==> src/rtl/horno_pkg.sv <==
// horno_pkg
// Shared definitions for the microwave-oven controller:
//   - estado_t and the state codes INICIO..FIN. These are the legacy
//     encodings that the existing display decoders expect.
//   - Default values for the horno_ctrl parameters.
package horno_pkg;

  typedef logic [3:0] estado_t;

  localparam estado_t INICIO   = 4'b0000;
  localparam estado_t AJUSTE   = 4'b0001;
  localparam estado_t PAUSA    = 4'b0010;
  localparam estado_t CALENTAR = 4'b0100;
  localparam estado_t FIN      = 4'b1000;

  localparam int TICK_DIV_DEF = 100_000_000;
  localparam int TW_DEF       = 10;
  localparam int STEP_DEF     = 10;
  localparam int T_MAX_DEF    = 990;
  localparam int QUICK_DEF    = 30;
  localparam int ALARM_S_DEF  = 3;

endpackage

==> src/rtl/horno_ctrl_flanco_subida.sv <==
// flanco_subida
// Rising-edge detector for a debounced, Clk-synchronous button.
// The history register resets to 1. A button that is already held
// when reset is released therefore produces no pulse.
// Ports:
//   Clk     - system clock
//   reset   - asynchronous, active-high reset
//   d_i     - button level
//   pulse_o - high for the cycle in which d_i is 1 and was 0 at the previous edge
module flanco_subida (
  input  logic Clk,
  input  logic reset,
  input  logic d_i,
  output logic pulse_o
);

  logic hist_q;

  always_ff @(posedge Clk or posedge reset) begin
    if (reset) hist_q <= 1'b1;
    else       hist_q <= d_i;
  end

  assign pulse_o = d_i & ~hist_q;

endmodule

==> src/rtl/horno_ctrl.sv <==
// horno_ctrl
// Microwave-oven controller. It provides:
//   - a programmable cook timer
//   - pause/resume
//   - a door interlock
//   - quick-start and cancel
//   - an end-of-cycle alarm
// Ports:
//   Clk, reset        - clock; asynchronous active-high reset
//   Ajust, Calent     - debounced adjust and start/pause buttons (edge-triggered)
//   Cancel, Puerta    - cancel and door-open inputs (level-sensitive)
//   Estado            - current state. Also usable as the FSM debug view.
//   Tiempo            - remaining seconds
//   Magnetron, Alarma - heater enable and buzzer enable
// Within each state, events take priority in this order:
// Cancel > Puerta > start/pause edge > adjust edge.
module horno_ctrl
  import horno_pkg::*;
#(
  parameter int TICK_DIV = TICK_DIV_DEF,
  parameter int TW       = TW_DEF,
  parameter int STEP     = STEP_DEF,
  parameter int T_MAX    = T_MAX_DEF,
  parameter int QUICK    = QUICK_DEF,
  parameter int ALARM_S  = ALARM_S_DEF
) (
  input  logic          Clk,
  input  logic          reset,
  input  logic          Ajust,
  input  logic          Calent,
  input  logic          Cancel,
  input  logic          Puerta,
  output logic [3:0]    Estado,
  output logic [TW-1:0] Tiempo,
  output logic          Magnetron,
  output logic          Alarma
);

  localparam int PW = (TICK_DIV > 1) ? $clog2(TICK_DIV) : 1;
  localparam int AW = (ALARM_S > 1) ? $clog2(ALARM_S) : 1;

  localparam logic [PW-1:0] PRE_LAST  = PW'(TICK_DIV - 1);
  localparam logic [AW-1:0] ALARM_END = AW'(ALARM_S - 1);
  localparam logic [TW:0]   STEP_X    = (TW+1)'(STEP);
  localparam logic [TW:0]   T_MAX_X   = (TW+1)'(T_MAX);
  localparam logic [TW-1:0] STEP_T    = TW'(STEP);
  localparam logic [TW-1:0] QUICK_T   = TW'(QUICK);
  localparam logic [TW-1:0] ONE_T     = TW'(1);

  logic aj_r, ca_r;

  flanco_subida u_fl_aj (.Clk(Clk), .reset(reset), .d_i(Ajust),  .pulse_o(aj_r));
  flanco_subida u_fl_ca (.Clk(Clk), .reset(reset), .d_i(Calent), .pulse_o(ca_r));

  estado_t       state_q, state_d;
  logic [TW-1:0] tiempo_q, tiempo_d;
  logic [PW-1:0] presc_q, presc_d;
  logic [AW-1:0] alarm_cnt_q, alarm_cnt_d;
  logic          mag_q, alarma_q;

  // The sum is computed one bit wider than Tiempo, so adding STEP can
  // never wrap before the compare against T_MAX.
  logic [TW:0]   sum_x;
  logic [TW-1:0] tiempo_sat;
  logic          tick;

  assign sum_x      = {1'b0, tiempo_q} + STEP_X;
  assign tiempo_sat = (sum_x > T_MAX_X) ? T_MAX_X[TW-1:0] : sum_x[TW-1:0];
  assign tick       = (presc_q == PRE_LAST) && ((state_q == CALENTAR) || (state_q == FIN));

  // The prescaler is zero in INICIO and AJUSTE. As a result, entry to
  // CALENTAR from those states always starts a fresh second. PAUSA keeps
  // the count, so a resume continues the partial second.
  always_comb begin
    state_d     = state_q;
    tiempo_d    = tiempo_q;
    presc_d     = '0;
    alarm_cnt_d = '0;
    case (state_q)
      INICIO: begin
        if (!Cancel) begin
          if (ca_r) begin
            if (!Puerta) begin
              state_d  = CALENTAR;
              tiempo_d = QUICK_T;
            end
          end else if (aj_r) begin
            state_d  = AJUSTE;
            tiempo_d = STEP_T;
          end
        end
      end
      AJUSTE: begin
        if (Cancel) begin
          state_d  = INICIO;
          tiempo_d = '0;
        end else if (ca_r) begin
          if (!Puerta) state_d = CALENTAR;
        end else if (aj_r) begin
          tiempo_d = tiempo_sat;
        end
      end
      CALENTAR: begin
        presc_d = tick ? '0 : presc_q + 1'b1;
        if (Cancel) begin
          state_d  = INICIO;
          tiempo_d = '0;
          presc_d  = '0;
        end else begin
          // A tick always decrements, even when a pause happens on the
          // same edge. The final tick beats a pause request.
          if (tick) tiempo_d = tiempo_q - 1'b1;
          if (tick && (tiempo_q == ONE_T)) state_d = FIN;
          else if (Puerta || ca_r)         state_d = PAUSA;
        end
      end
      PAUSA: begin
        presc_d = presc_q;
        if (Cancel) begin
          state_d  = INICIO;
          tiempo_d = '0;
          presc_d  = '0;
        end else if (ca_r) begin
          if (!Puerta) state_d = CALENTAR;
        end else if (aj_r) begin
          tiempo_d = tiempo_sat;
        end
      end
      FIN: begin
        tiempo_d    = '0;
        presc_d     = tick ? '0 : presc_q + 1'b1;
        alarm_cnt_d = alarm_cnt_q;
        if (Cancel || Puerta) begin
          state_d     = INICIO;
          presc_d     = '0;
          alarm_cnt_d = '0;
        end else if (tick) begin
          if (alarm_cnt_q == ALARM_END) begin
            state_d     = INICIO;
            alarm_cnt_d = '0;
          end else begin
            alarm_cnt_d = alarm_cnt_q + 1'b1;
          end
        end
      end
      default: begin
        state_d  = INICIO;
        tiempo_d = '0;
      end
    endcase
  end

  always_ff @(posedge Clk or posedge reset) begin
    if (reset) begin
      state_q     <= INICIO;
      tiempo_q    <= '0;
      presc_q     <= '0;
      alarm_cnt_q <= '0;
      mag_q       <= 1'b0;
      alarma_q    <= 1'b0;
    end else begin
      state_q     <= state_d;
      tiempo_q    <= tiempo_d;
      presc_q     <= presc_d;
      alarm_cnt_q <= alarm_cnt_d;
      mag_q       <= (state_d == CALENTAR);
      alarma_q    <= (state_d == FIN);
    end
  end

  assign Estado    = state_q;
  assign Tiempo    = tiempo_q;
  // The door gates the heater combinationally. The heater turns off in
  // the same cycle the door opens, without waiting for the FSM edge.
  assign Magnetron = mag_q & ~Puerta;
  assign Alarma    = alarma_q;

endmodule

==> config.mk <==
export PLATFORM = sky130hd
export DESIGN_NAME = horno_ctrl
export DESIGN_NICKNAME = d
export VERILOG_FILES = /design/src/rtl/horno_pkg.sv /design/src/rtl/horno_ctrl_flanco_subida.sv /design/src/rtl/horno_ctrl.sv
export SDC_FILE = /design/constraint.sdc
export NUM_CORES = 1
export LEC_CHECK = 0
export CAP_MARGIN = 15
export CORE_MARGIN = 5
export CORE_UTILIZATION = 40
export CTS_CLUSTER_SIZE = 40
export DETAILED_ROUTE_END_ITERATION = 7
export GPL_ROUTABILITY_DRIVEN = 0
export MAX_ROUTING_LAYER = met4
export PLACE_DENSITY = 0.57
export SYNTH_ARGS = -nofsm -noshare
export SYNTH_HDL_FRONTEND = slang
export SYNTH_SLANG_ARGS = --single-unit
==> constraint.sdc <==
create_clock -name Clk -period 3.38 [get_ports Clk]
set_input_delay 0.676 -clock Clk [delete_from_list [all_inputs] [get_ports Clk]]
set_output_delay 0.676 -clock Clk [all_outputs]
set_load 0.01 [all_outputs]
==> report_table.html, run 1 <==
<table>
<tr><th>Metric</th><th>Value</th></tr>
<tr><th colspan="2">Pwr</th></tr>
<tr><td>Power per standard cell area</td><td>400 nW/um^2</td></tr>
<tr><td>Static power due to leakage</td><td>0.00129 uW</td></tr>
<tr><td>Highest ir drop seen on vdd</td><td>0.000149 V</td></tr>
<tr><th colspan="2">Hold path</th></tr>
<tr><td>Start point of the worst hold path</td><td>presc_q[1]$_DFFE_PP0P_</td></tr>
<tr><td>Hold path cells</td><td>1</td></tr>
<tr><td>WHS Endpoint</td><td>presc_q[1]$_DFFE_PP0P_</td></tr>
<tr><td>Worst min path class</td><td>reg -&gt; reg</td></tr>
<tr><th colspan="2">Cells and area</th></tr>
<tr><td>Antenna diode instance count</td><td>0</td></tr>
<tr><td>Area grow syn2layout</td><td>12.9%</td></tr>
<tr><td>Proportion of layout cells with a drive suffix above 1</td><td>7.59%</td></tr>
<tr><td>NumNets Final</td><td>382</td></tr>
<tr><th colspan="2">Critical path</th></tr>
<tr><td>Cell with the largest stage delay on the worst path</td><td>or4_1</td></tr>
<tr><td>Reg-to-reg slack, setup</td><td>0.83 ns</td></tr>
<tr><td>Startpoint of the worst-slack reg-to-reg timing path</td><td>presc_q[0]$_DFFE_PP0P_</td></tr>
<tr><td>Critical-path cell list</td><td>clkdlybuf4s50_1, or4_1, o32ai_1, o21bai_1, or3_1, o21ai_0</td></tr>
<tr><td>Worst path arrival time</td><td>2.80 ns</td></tr>
<tr><td>Class of the most critical setup path</td><td>in -&gt; reg</td></tr>
<tr><td>Endpoint class of the critical path</td><td>flip-flop</td></tr>
<tr><td>Startpoint class of the critical path</td><td>primary input</td></tr>
<tr><td>Depth of the worst register-to-register path</td><td>7</td></tr>
<tr><td>Destination of the worst register-to-register timing path</td><td>Tiempo[5]$_DFFE_PP0P_</td></tr>
<tr><td>Largest driver fanout on the critical path</td><td>8</td></tr>
<tr><td>Crit-path max cell delay</td><td>0.70 ns</td></tr>
<tr><td>Required time reported for the critical path endpoint</td><td>3.55 ns</td></tr>
<tr><th colspan="2">Placed design</th></tr>
<tr><td>Number of port buffers</td><td>21</td></tr>
<tr><td>Post-DP HPWL</td><td>5.22 mm</td></tr>
<tr><td>Placement-stage worst setup slack</td><td>0.473 ns</td></tr>
<tr><th colspan="2">Route</th></tr>
<tr><td>WL per Instance</td><td>15.3 microns</td></tr>
<tr><td>Remaining number of nets flagged by the antenna check after routing</td><td>0</td></tr>
<tr><td>Detailed router's first-iteration violation count</td><td>175</td></tr>
<tr><td>DRC violation count after routing</td><td>0</td></tr>
<tr><td>1st-pass router iterations</td><td>4</td></tr>
<tr><td>Total number of vias</td><td>2,588</td></tr>
<tr><td>Post-detailed-routing wire length</td><td>7.14 mm</td></tr>
<tr><td>Routed vias/inst</td><td>5.53</td></tr>
<tr><th colspan="2">Clock network</th></tr>
<tr><td>Setup repair bufs after CTS</td><td>0</td></tr>
<tr><td>Number of buffers inserted by hold repair at cts</td><td>0</td></tr>
<tr><td>Number of buffers inserted during clock tree synthesis</td><td>5</td></tr>
<tr><td>TritonCTS clock tree</td><td>done</td></tr>
<tr><td>Worst skew pair latency</td><td>0.30 ns</td></tr>
<tr><td>Clock sink count</td><td>47</td></tr>
<tr><td>Root buffer cell</td><td>clkbuf_8</td></tr>
<tr><td>H-tree depth reported by CTS</td><td>2</td></tr>
<tr><td># resized after CTS</td><td>0</td></tr>
<tr><td>Clock transition at path regs</td><td>0.09 ns</td></tr>
<tr><td>Maximum clock insertion buffer count</td><td>2</td></tr>
<tr><th colspan="2">Yosys</th></tr>
<tr><td>Top cells by area, synth</td><td>dfrtp_1 (37%), nor2_1 (6.1%), xnor2_1 (5.0%)</td></tr>
<tr><td>Number of enable flip-flop cells after synthesis</td><td>0</td></tr>
<tr><td>Synthesized flop and latch total</td><td>47</td></tr>
<tr><td>Number of warnings reported in the yosys synthesis log</td><td>0</td></tr>
<tr><td>Proportion of register bits with asynchronous set or reset after synthesis</td><td>100%</td></tr>
<tr><td>Area fraction of the dominant cell type after synthesis</td><td>37.5%</td></tr>
<tr><td>Number of distinct library cells after synthesis</td><td>59</td></tr>
<tr><td>Part of the Yosys area used for sequential elements</td><td>39.2%</td></tr>
<tr><td>Synthesized instance count</td><td>351</td></tr>
<tr><td>Most area-hungry cell type in the Yosys netlist</td><td>dfrtp_1</td></tr>
<tr><td>Cell Area, Synth</td><td>3010 sq um</td></tr>
<tr><td>Most common flop cell mapped by yosys</td><td>dfrtp_1</td></tr>
<tr><td>Post-Syn Nets</td><td>364</td></tr>
<tr><td>Mean instance size in the synthesized netlist</td><td>8.57 sq um</td></tr>
<tr><th colspan="2">Global routing</th></tr>
<tr><td>Met3 track demand over resource</td><td>3.02%</td></tr>
<tr><td>Wire length of the first global-routing pass</td><td>12.3 mm</td></tr>
<tr><td>GR Util met2</td><td>22.6%</td></tr>
<tr><td>Number of global-route vias before repair</td><td>2,438</td></tr>
<tr><td>Overall global routing resource usage</td><td>16.0%</td></tr>
<tr><td>Pin count of the biggest net entering global routing</td><td>33</td></tr>
<tr><td>Antenna violations before repair</td><td>0</td></tr>
<tr><td>Global route hottest layer</td><td>met1</td></tr>
<tr><td>Met1 layer usage reported by global route</td><td>23.8%</td></tr>
<tr><td>Overflow left after global routing</td><td>0</td></tr>
<tr><th colspan="2">STA</th></tr>
<tr><td>Post-route clock period utilization</td><td>77.9%</td></tr>
<tr><td>Worst max-slew margin expressed relative to the limit</td><td>57.5%</td></tr>
<tr><td>Final Hold Fails</td><td>0</td></tr>
<tr><td>Fin Clk Skew</td><td>0.00947 ns</td></tr>
<tr><td>Setup violation total in the final timing report</td><td>0</td></tr>
<tr><td>Max-slew violation count</td><td>0</td></tr>
<tr><td>Final setup TNS</td><td>0 ns</td></tr>
<tr><td>PnR worst setup slack</td><td>0.746 ns</td></tr>
<tr><td>Slew at the pin closest to its max-slew limit</td><td>0.633 ns</td></tr>
<tr><td>RSZ-0062 raised after global routing</td><td>no</td></tr>
<tr><td>Maximum clock frequency</td><td>380 MHz</td></tr>
<tr><td>Final critical-path required period</td><td>2.63 ns</td></tr>
<tr><th colspan="2">Floorplan</th></tr>
<tr><td>Die height</td><td>96.7 microns</td></tr>
<tr><td>Width of the die</td><td>96.7 microns</td></tr>
<tr><td>I/O pin count</td><td>22</td></tr>
<tr><td>Total number of placement rows</td><td>31</td></tr>
<tr><td>Die area</td><td>9350 sq um</td></tr>
<tr><td>Initial standard-cell utilization of the core</td><td>41.2%</td></tr>
<tr><td>Area of the core</td><td>7290 sq um</td></tr>
<tr><th colspan="2">Run status</th></tr>
<tr><td>Run status</td><td>completed</td></tr>
<tr><th colspan="2">Run</th></tr>
<tr><td>Max_cap viols</td><td>0</td></tr>
</table>
## cells in the final DEF (no fill, tap or decap), types with 3 or more instances in the layout
cell	count
a21oi_1	21
a31o_2	3
a31oi_1	4
and2_1	6
and3_1	3
and4_1	5
buf_4	7
clkbuf_8	6
clkdlybuf4s50_1	21
dfrtp_1	45
ha_1	7
inv_1	11
nand2_1	25
nand3_1	11
nand4_1	11
nor2_1	49
nor2b_1	6
nor3_1	12
nor3b_1	3
nor4_1	4
nor4b_1	3
o211ai_1	3
o21ai_0	22
or2_2	3
or3_1	5
xnor2_1	17
xor2_1	16
## synth_stat cells (2+ instances only)
cell type   n
nand2_1    25
nand2b_1    2
and2_1      6
a211o_1     2
xnor2_1    17
clkbuf_1    8
nor3_1     12
and3_1      3
a31o_2      3
dfstp_2     2
a22oi_1     2
a21oi_1    21
inv_1      12
o22ai_1     2
nor2_1     49
nor4_1      4
nor4b_1     3
or4_1       2
or2_2       3
or3_1       5
a31oi_1     4
buf_4       2
nor4bb_1    2
nor2b_1     6
ha_1        7
nor3b_1     3
xor2_1     16
and4_1      5
or4b_1      2
buf_2       5
nand3_1    11
dfrtp_1    45
o211ai_1    3
o21ai_0    22
nand4_1    11
## critical path: cells and delay by family
kind / cells / cell delay, ns
buffers and inverters: 1 / 0.53
and+or+nand+nor: 2 / 0.98
AOI/OAI and AO/OA: 3 / 0.62
## registers in the layout, indices dropped and copies added, names as in the netlist
name,cells
Estado,4
u_fl_aj.hist_q,1
mag_q,1
u_fl_ca.hist_q,1
Tiempo,10
Alarma,1
presc_q,27
alarm_cnt_q,2
## through the flow
stage               power, uW  hold slack, ns  cell area [sq um]  util [%]  cells
floorplan                 894           0.492               3010         -    351
global placement         1010           0.517               3310      45.4    461
detailed placement       1010           0.520               3310      45.4    461
CTS                      1370           0.545               3400      46.6    468
global route             1440           0.599               3400      46.6    468
finish                   1360           0.546               3400      46.6    468
## final cells by class
type                            instances  area (sq um)
Fill cell                             754          3900
Multi-Input combinational cell        275          1700
Sequential cell                        47          1180
Timing Repair Buffer                   28           263
Tap cell                               99           124
Clock buffer                            6          82.6
Inverter                               12          45.0
Clock inverter                          1          5.00
## report_power, final
part / total [uW] / internal (uW) / leakage [uW] / switching, uW
Sequential: 657 / 585 / 0.000641 / 71.4
Combinational: 349 / 158 / 0.000602 / 191
Clock: 353 / 161 / 0.0000470 / 192
## cell families after synthesis
kind of cell / after synthesis / synth area share (%)
flops: 47 / 39.2
fa+ha+maj: 8 / 3.25
simple gates: 162 / 28.7
buf+inv: 29 / 4.33
mux: 1 / 0.375
xor+xnor: 33 / 9.61
compound gates: 71 / 14.6
## metal layers
| layer | wire, microns | share of wire [%] | up-vias |
|---|---|---|---|
| li1 | - | - | 1279 |
| met1 | 3680 | 51 | 1253 |
| met2 | 3090 | 43 | 50 |
| met3 | 309 | 4.3 | 6 |
| met4 | 61 | 0.85 | 0 |
| met5 | 0 | 0 | - |
## worst max-delay path by stage
| stage | from | endpoint | slack, ns |
|---|---|---|---|
| 5_1_grt | presc_q[0]$_DFFE_PP0P_ | presc_q[22]$_DFFE_PP0P_ | 0.62 |
| 3_3_place_gp | Cancel | Tiempo[6]$_DFFE_PP0P_ | 0.54 |
| 2_1_floorplan | presc_q[0]$_DFFE_PP0P_ | presc_q[10]$_DFFE_PP0P_ | 1.14 |
| 6_report | Cancel | Tiempo[9]$_DFFE_PP0P_ | 0.75 |
| 4_1_cts | Puerta | Magnetron | 0.75 |
| 3_5_place_dp | Cancel | Tiempo[9]$_DFFE_PP0P_ | 0.47 |
Power figures use the tool's default switching activity.
==> inputs of run 2 (changes only) <==
- PLACE_DENSITY: 0.57 -> 0.59
- clock period: 3.38 -> 2.3 ns (I/O delays scaled with it)
==> report_table.html, run 2 (same netlist as run 1, synthesis figures left out) <==
<table>
<tr><th>Metric</th><th>Value</th></tr>
<tr><th colspan="2">STA</th></tr>
<tr><td>Final critical-path required period</td><td>2.24 ns</td></tr>
<tr><td>Worst hold slack</td><td>0.521 ns (-0.0252 ns)</td></tr>
<tr><td>Worst max-slew margin expressed relative to the limit</td><td>67.7% (+10 points)</td></tr>
<tr><td>Setup violation total in the final timing report</td><td>0 (unchanged)</td></tr>
<tr><td>Max-slew violation count</td><td>0 (unchanged)</td></tr>
<tr><td>Fin Clk Skew</td><td>0.00455 ns (-0.00492 ns)</td></tr>
<tr><td>Slew at the pin closest to its max-slew limit</td><td>0.484 ns (-0.148 ns)</td></tr>
<tr><td>RSZ-0062 raised after global routing</td><td>yes</td></tr>
<tr><td>Final setup TNS</td><td>0 ns (unchanged)</td></tr>
<tr><td>Final Hold Fails</td><td>0 (unchanged)</td></tr>
<tr><td>Post-route clock period utilization</td><td>97.6%</td></tr>
<tr><td>Maximum clock frequency</td><td>446 MHz</td></tr>
<tr><th colspan="2">Clock network</th></tr>
<tr><td>H-tree depth reported by CTS</td><td>2 (unchanged)</td></tr>
<tr><td>Clock transition at path regs</td><td>0.08 ns (about the same)</td></tr>
<tr><td>Number of buffers inserted by hold repair at cts</td><td>0 (unchanged)</td></tr>
<tr><td>Clock sink count</td><td>47 (unchanged)</td></tr>
<tr><td>Maximum clock insertion buffer count</td><td>2 (unchanged)</td></tr>
<tr><td>Number of buffers inserted during clock tree synthesis</td><td>5 (unchanged)</td></tr>
<tr><td>Worst skew pair latency</td><td>0.30 ns (about the same)</td></tr>
<tr><td>TritonCTS clock tree</td><td>done</td></tr>
<tr><td>Root buffer cell</td><td>clkbuf_8</td></tr>
<tr><th colspan="2">Critical path</th></tr>
<tr><td>Cell with the largest stage delay on the worst path</td><td>or4b_4</td></tr>
<tr><td>Destination of the worst register-to-register timing path</td><td>Tiempo[5]$_DFFE_PP0P_</td></tr>
<tr><td>Buffering stage count on the worst path with inverters included</td><td>1 (unchanged)</td></tr>
<tr><td>Startpoint of the worst-slack reg-to-reg timing path</td><td>Estado[1]$_DFF_PP0_</td></tr>
<tr><td>Depth of the worst register-to-register path</td><td>7 (unchanged)</td></tr>
<tr><td>Worst path arrival time</td><td>2.46 ns (-0.34 ns)</td></tr>
<tr><td>Worst path top cell family by delay</td><td>simple AND/OR/NAND/NOR gates</td></tr>
<tr><td>Endpoint class of the critical path</td><td>flip-flop</td></tr>
<tr><td>Required time reported for the critical path endpoint</td><td>2.51 ns (-1.04 ns)</td></tr>
<tr><td>Crit-path max cell delay</td><td>0.47 ns (-0.23 ns)</td></tr>
<tr><td>Critical-path cell list</td><td>nor2_4, or4b_4, nor4_4, buf_4, o21bai_2, or3_4, o31ai_4</td></tr>
<tr><td>Class of the most critical setup path</td><td>reg -&gt; reg</td></tr>
<tr><td>Reg-to-reg slack, setup</td><td>0.06 ns (-0.77 ns)</td></tr>
<tr><td>Largest driver fanout on the critical path</td><td>7 (-1)</td></tr>
<tr><td>Startpoint class of the critical path</td><td>flip-flop</td></tr>
<tr><th colspan="2">Floorplan</th></tr>
<tr><td>I/O pin count</td><td>22 (unchanged)</td></tr>
<tr><td>Width of the die</td><td>96.7 microns (unchanged)</td></tr>
<tr><td>Area of the core</td><td>7290 sq um (unchanged)</td></tr>
<tr><td>Initial standard-cell utilization of the core</td><td>41.2% (unchanged)</td></tr>
<tr><td>Die area</td><td>9350 sq um (unchanged)</td></tr>
<tr><td>Total number of placement rows</td><td>31 (unchanged)</td></tr>
<tr><td>Die height</td><td>96.7 microns (unchanged)</td></tr>
<tr><th colspan="2">Route</th></tr>
<tr><td>Post-detailed-routing wire length</td><td>7.65 mm (+7.2%)</td></tr>
<tr><td>Met2 Routed Length</td><td>3.41 mm (+10%)</td></tr>
<tr><td>DRC violation count after routing</td><td>0 (unchanged)</td></tr>
<tr><td>Total length of routed met3 wires</td><td>209 microns (-32%)</td></tr>
<tr><td>1st-pass router iterations</td><td>4 (unchanged)</td></tr>
<tr><td>Remaining number of nets flagged by the antenna check after routing</td><td>0 (unchanged)</td></tr>
<tr><td>Detailed router's first-iteration violation count</td><td>194 (+11%)</td></tr>
<tr><td>Highest routed layer</td><td>met4</td></tr>
<tr><td>WL met1</td><td>3.95 mm (+7.3%)</td></tr>
<tr><td>Routed vias/inst</td><td>5.32 (-3.8%)</td></tr>
<tr><td>Total number of vias</td><td>2,728 (+5.4%)</td></tr>
<tr><td>WL per Instance</td><td>14.9 microns (-2.2%)</td></tr>
<tr><th colspan="2">Cells and area</th></tr>
<tr><td>NumNets Final</td><td>427 (+12%)</td></tr>
<tr><td>Largest register by flop count</td><td>presc_q</td></tr>
<tr><td>Area grow syn2layout</td><td>27.5%</td></tr>
<tr><td>Commonest non-fill, non-tap cells in the layout</td><td>nor2_1 (49), buf_4 (49), dfrtp_1 (45)</td></tr>
<tr><td>Number of filler instances in the final layout</td><td>719 (-4.6%)</td></tr>
<tr><td>Proportion of layout cells with a drive suffix above 1</td><td>20.5% (+13 points)</td></tr>
<tr><td>Antenna diode instance count</td><td>0 (unchanged)</td></tr>
<tr><td>Largest register FFs</td><td>27 (unchanged)</td></tr>
<tr><th colspan="2">Global routing</th></tr>
<tr><td>Number of global-route vias before repair</td><td>2,686 (+10%)</td></tr>
<tr><td>Pin count of the biggest net entering global routing</td><td>48 (+45%)</td></tr>
<tr><td>Wire length of the first global-routing pass</td><td>13.1 mm (+5.9%)</td></tr>
<tr><td>Antenna violations before repair</td><td>0 (unchanged)</td></tr>
<tr><td>Overall global routing resource usage</td><td>16.9% (+0.90 points)</td></tr>
<tr><td>Overflow left after global routing</td><td>0 (unchanged)</td></tr>
<tr><th colspan="2">Pwr</th></tr>
<tr><td>Internal power contribution</td><td>1410 uW (+56%)</td></tr>
<tr><td>Share of total power consumed by net switching</td><td>32.9% (-0.52 points)</td></tr>
<tr><td>Relative contribution of the clock network to total power</td><td>24.4% (-1.6 points)</td></tr>
<tr><td>Power per standard cell area</td><td>547 nW/um^2 (+37%)</td></tr>
<tr><td>Static power due to leakage</td><td>0.00156 uW (+21%)</td></tr>
<tr><td>Net switching component of the power</td><td>691 uW (+52%)</td></tr>
<tr><td>Logic pwr share</td><td>30.5% (+4.8 points)</td></tr>
<tr><td>Highest ir drop seen on vdd</td><td>0.000219 V (+47%)</td></tr>
<tr><td>Fraction of power consumed by sequential logic</td><td>45.2% (-3.1 points)</td></tr>
<tr><th colspan="2">Placed design</th></tr>
<tr><td>Number of port buffers</td><td>21 (unchanged)</td></tr>
<tr><td>Post-DP HPWL</td><td>5.67 mm (+8.6%)</td></tr>
<tr><th colspan="2">Run status</th></tr>
<tr><td>Run status</td><td>completed</td></tr>
<tr><th colspan="2">Run</th></tr>
<tr><td>Max_cap viols</td><td>0 (unchanged)</td></tr>
<tr><th colspan="2">Hold path</th></tr>
<tr><td>Worst min path class</td><td>in -&gt; async</td></tr>
</table>
## run 2: power groups by stage
| stage | clock network (uW) | registers (uW) | logic [uW] |
|---|---|---|---|
| 3_5_place_dp | 0 | 960 | 615 |
| 6_report | 511 | 948 | 639 |
| 3_3_place_gp | 0 | 959 | 606 |
| 5_1_grt | 564 | 958 | 706 |
| 2_1_floorplan | 0 | 926 | 387 |
| 4_1_cts | 536 | 944 | 621 |
## run 2: worst max-delay path by stage
stage                            from                       to  slack (ns)  depth (start not counted)
2_1_floorplan  presc_q[0]$_DFFE_PP0P_  presc_q[10]$_DFFE_PP0P_        0.06                         10
3_3_place_gp                   Calent    Tiempo[5]$_DFFE_PP0P_       -0.09                          7
3_5_place_dp                   Calent    Tiempo[5]$_DFFE_PP0P_       -0.18                          7
4_1_cts        presc_q[1]$_DFFE_PP0P_    Tiempo[5]$_DFFE_PP0P_       0.009                          8
5_1_grt        presc_q[0]$_DFFE_PP0P_    Tiempo[5]$_DFFE_PP0P_       -0.07                          8
6_report          Estado[1]$_DFF_PP0_    Tiempo[5]$_DFFE_PP0P_        0.06                          7
## run 2: timing repair
item / 4_1_cts / 5_1_grt
setup buffers: 0 / 1
endpoints found under the setup margin: 3 / 37
pin swaps: 0 / 5
gates resized for setup: 2 / 15
## run 2: metal layers
metal  GRT usage, %  up-vias
met5              -        -
met4           4.21        0
met3           2.30        9
met2           24.8       43
met1           24.7     1302
li1               -     1374
## run 2: through the flow
stage	worst slack (ns)	total power [uW]	util, %	instance area [sq um]	instances
after floorplan	0.0638	1310	-	3010	351
after global placement	-0.0918	1570	50.2	3660	505
after detailed placement	-0.182	1580	50.2	3660	505
after CTS	0.00867	2100	51.6	3760	512
after global routing	-0.0731	2230	52.6	3830	513
final	0.0562	2100	52.6	3830	513
## run 2: worst min-delay path: stages
cell,delay [ns]
clkdlybuf4s50_1,0.41
inv_2,0.07
buf_12,0.25
## run 2: area by class of cell
type                       instances  area [sq um]  share of cell area [%]
tap                               99           124                    3.23
clock inverter                     1          5.00                   0.131
clock buffer                       6          82.6                    2.15
multi-input combinational        275          1770                    46.1
sequential                        47          1180                    30.7
inverter                          12          45.0                    1.17
timing repair buffer              73           629                    16.4
